==> src/rtl/serial_subtractor_ctrl.sv <==
// Bit-serial unsigned subtractor: one full-subtract cell (two half subtractors + OR)
// is stepped LSB-first across WIDTH bits, with a borrow register carried between cycles.
module serial_subtractor_ctrl #(
  parameter int unsigned WIDTH = 8
) (
  input  logic             clk,
  input  logic             rst,
  input  logic             start_valid,
  output logic             start_ready,
  input  logic [WIDTH-1:0] a,
  input  logic [WIDTH-1:0] b,
  output logic             done_valid,
  input  logic             done_ready,
  output logic [WIDTH-1:0] difference,
  output logic             borrow_out,
  output logic             busy
);

  localparam int unsigned CntW = $clog2(WIDTH + 1);

  typedef enum logic [1:0] {StIdle, StRun, StDone} state_e;

  state_e           state_q;
  logic [WIDTH-1:0] a_sh_q;
  logic [WIDTH-1:0] b_sh_q;
  logic [WIDTH-1:0] res_q;
  logic             br_q;
  logic [CntW-1:0]  cnt_q;

  logic             a_bit;
  logic             b_bit;
  logic             d1;
  logic             b1;
  logic             d_bit;
  logic             b2;
  logic             br_next;
  logic             last_bit;
  logic [WIDTH-1:0] res_next;

  // Operands shift right each RUN cycle, so bit cnt always sits at position 0.
  assign a_bit    = a_sh_q[0];
  assign b_bit    = b_sh_q[0];
  assign d1       = a_bit ^ b_bit;
  assign b1       = ~a_bit & b_bit;
  assign d_bit    = d1 ^ br_q;
  assign b2       = ~d1 & br_q;
  assign br_next  = b1 | b2;
  assign res_next = {d_bit, res_q[WIDTH-1:1]};
  assign last_bit = (cnt_q == CntW'(WIDTH - 1));

  always_ff @(posedge clk) begin
    if (rst) begin
      state_q     <= StIdle;
      a_sh_q      <= '0;
      b_sh_q      <= '0;
      res_q       <= '0;
      br_q        <= 1'b0;
      cnt_q       <= '0;
      start_ready <= 1'b1;
      done_valid  <= 1'b0;
      busy        <= 1'b0;
      difference  <= '0;
      borrow_out  <= 1'b0;
    end else begin
      unique case (state_q)
        StIdle: begin
          if (start_valid && start_ready) begin
            a_sh_q      <= a;
            b_sh_q      <= b;
            br_q        <= 1'b0;
            cnt_q       <= '0;
            state_q     <= StRun;
            start_ready <= 1'b0;
            busy        <= 1'b1;
          end
        end
        StRun: begin
          a_sh_q <= a_sh_q >> 1;
          b_sh_q <= b_sh_q >> 1;
          res_q  <= res_next;
          br_q   <= br_next;
          cnt_q  <= cnt_q + CntW'(1);
          if (last_bit) begin
            state_q    <= StDone;
            done_valid <= 1'b1;
            difference <= res_next;
            borrow_out <= br_next;
          end
        end
        StDone: begin
          if (done_valid && done_ready) begin
            state_q     <= StIdle;
            done_valid  <= 1'b0;
            busy        <= 1'b0;
            start_ready <= 1'b1;
          end
        end
        default: begin
          state_q     <= StIdle;
          start_ready <= 1'b1;
          done_valid  <= 1'b0;
          busy        <= 1'b0;
        end
      endcase
    end
  end

endmodule

==> config.mk <==
export PLATFORM = sky130hd
export DESIGN_NAME = serial_subtractor_ctrl
export DESIGN_NICKNAME = d
export VERILOG_FILES = /design/src/rtl/serial_subtractor_ctrl.sv
export SDC_FILE = /design/constraint.sdc
export NUM_CORES = 1
export LEC_CHECK = 0
export ABC_AREA = 1
export CORE_UTILIZATION = 35
export CTS_CLUSTER_SIZE = 12
export DETAILED_ROUTE_END_ITERATION = 10
export HOLD_SLACK_MARGIN = 0.03
export SYNTH_ARGS = -nofsm -noshare
export SYNTH_HDL_FRONTEND = slang
export SYNTH_SLANG_ARGS = --single-unit
==> constraint.sdc <==
create_clock -name clk -period 2.37 [get_ports clk]
set_input_delay 0.3555 -clock clk [delete_from_list [all_inputs] [get_ports clk]]
set_output_delay 0.3555 -clock clk [all_outputs]
set_load 0.01 [all_outputs]
==> results_dict.tcl <==
set metrics [dict create \
    min_period_over_period_pct 71.6 \
    synth_top_area_share_pct 47.3 \
    place_congestion 0.725 \
    path_class "register to register" \
    cts_setup_buffers 0 \
    htreeDepth 2 \
    slew_headroom_pct 69.7 \
    fin_ws_ns 0.674 \
    finalHoldViolCount 0 \
    cp_cell_sequence "inv_2 -> nand2_4 -> inv_4 -> nand2_1 -> inv_2 -> nor2_1 -> nor2_1" \
    finalWorstPathRequiredPeriod_ns 1.70 \
    syn_area_mm2 0.00178 \
    r2r_end "difference[0]" \
    grt_pass1_wl_um 5770 \
    cts.sinks 42 \
    synth_ff_type "dfxtp_1" \
    hold_start "busy" \
    synth-edff-count 0 \
    cp-start-kind "register" \
    dpl_worst_slack_ns 0.592 \
    ff2ff_path_depth 7 \
    fp.dieArea_mm2 0.00537 \
    grt_max_degree 35 \
    path_max_fanout 30 \
    timing.fmax_mhz 589 \
    die_x_um 73.3 \
    grt.total_usage_pct 13.9 \
    synth-seq-cells 42 \
    cts_hold_buf 0 \
    cts-resized-gates 0 \
    antenna_left 0 \
    row_count 25 \
    drt_first_pass_iters 4 \
    drive_above_1_share_pct 6.23 \
    rsz0062_at_grt "no" \
    r2r_slack_ns 0.67 \
    maxCapViolations 0 \
    hold_depth 2 \
    drtIter0Drc 88 \
    yosysSeqAreaShare_pct 47.3 \
    slowest_delay_ns 0.33 \
    final-setup-viol-count 0 \
    cts_buffers 5 \
    fin_skew_ns 0.00910 \
    maxSlewViolCount 0 \
    ys_types 22 \
    grt_antenna_before_repair 0 \
    grt_pass1_vias 1340 \
    vias_per_cell 4.47 \
    syn_area_per_cell_um2 7.22 \
    p_per_area_mw_per_mm2 722 \
    core_mm2 0.00482 \
    vdd_drop_max_v 0.000347 \
    synthTopCellsByArea "dfxtp_1, nor2_1, nand2_1" \
    place_hpwl_um 2150 \
    power.leakage_nw 0.920 \
    synth_area_leader_cell "dfxtp_1" \
    layout_common_cells "nor2_1, nand2_1, dfxtp_1" \
    ys_warn_count 0 \
    final_util_pct 45.7 \
    dieHeight_um 73.3 \
    cts_tree "done" \
    holdWs_ns 0.446 \
    drt_wl_total_um 3370 \
    critPathRequiredTime_ns 2.60 \
    clk_latency_ns 0.29 \
    syn_inst 246 \
    hold_end "busy" \
    n_antenna_cell 0 \
    gr-total-overflow 0 \
    cp.arrival_ns 1.93 \
    ios 32 \
    clk_path_buf_depth 2 \
    final_common_cell "nor2_1" \
    cts-root-buf "clkbuf_8" \
    hold_class "register to register" \
    fin_tns_setup_ns 0 \
    slowest_stage "dfxtp_1" \
    multiInputGateArea_um2 802 \
    io_buffers 31 \
    fill_cells 518 \
    fin_nets 295 \
    syn-num-nets 268 \
    clk_pin_slew_ns 0.08 \
    drc 0 \
    area_growth_pct 23.9 \
    floorplan.initialDensity_pct 36.9 \
    status "complete, no violations" \
    worst_pin_slew_ns 0.454 \
    wl_per_cell_um 9.91 \
    route.vias.total 1521 \
    synthArstFlopShare_pct 0 \
    endpoint_kind "register" \
    worstReg2RegStart "state_q[1]" \
    seqCellArea_um2 841 \
]
## cell families after synthesis
family / share of synthesized area, %
buffers and inverters: 7.53
AOI/OAI and AO/OA: 12.0
adders and majority gates: 1.83
DFF: 47.3
and+or+nand+nor: 31.3
## how the worst max path moves through the flow
stage / from / endpoint / slack, ns / cells past startpoint
global placement: start_valid / a_sh_q[1] / 0.64 / 6
floorplan: cnt_q[0] / borrow_out / 1.16 / 7
detailed placement: start_valid / b_sh_q[5] / 0.59 / 6
CTS: state_q[1] / difference[0] / 0.63 / 7
global route: state_q[1] / borrow_out / 0.43 / 7
finish: state_q[1] / difference[0] / 0.67 / 7
## final cells by class
type | instances | share of cell area, %
inverter | 11 | 1.99
timing repair buffer | 32 | 14.4
multi-input combinational | 181 | 36.4
sequential | 42 | 38.2
clock inverter | 1 | 1.36
clock buffer | 6 | 3.75
tap | 67 | 3.81
## Yosys cell counts (2+ instances only)
cell      number
nand3_1       11
nor2_1        65
inv_2          4
o21ai_0       30
dfxtp_1       42
buf_2          3
nand2_1       56
inv_1          6
o21ai_1        2
clkbuf_1       3
a21oi_1        9
buf_6          5
## per-layer routing
| layer | global-route usage [%] | wire length, µm | part of all wire, % |
|---|---|---|---|
| met1 | 17.0 | 1720 | 51 |
| met2 | 22.7 | 1460 | 43 |
| met3 | 3.70 | 133 | 3.9 |
| met4 | 6.54 | 58 | 1.7 |
| met5 | 0 | 0 | 0 |
## report_power, final
| part | internal [mW] | total, mW | switching [mW] |
|---|---|---|---|
| logic | 0.0945 | 0.226 | 0.131 |
| clock network | 0.337 | 0.570 | 0.234 |
| registers | 0.760 | 0.792 | 0.0323 |
| total | 1.19 | 1.59 | 0.397 |
## worst max-delay path, delay by kind of cell, from the launching register on
| family | cells | cell delay [ns] |
|---|---|---|
| buf+inv | 3 | 0.63 |
| flops | 1 | 0.33 |
| simple gates | 4 | 0.64 |
## registers in the layout, indices dropped and copies added, names as in the netlist, 2 cells and up
register	flops
difference	8
b_sh_q	8
a_sh_q	8
res_q	7
cnt_q	4
state_q	2
## stage by stage
step,cell area [µm²],power (mW),instances
after CTS,2200,1.61,340
final,2200,1.59,340
after global routing,2200,1.67,340
after detailed placement,2090,1.04,333
after floorplan,1780,0.976,246
after global placement,2090,1.03,333
No activity file was read; power rests on OpenSTA's default activity.
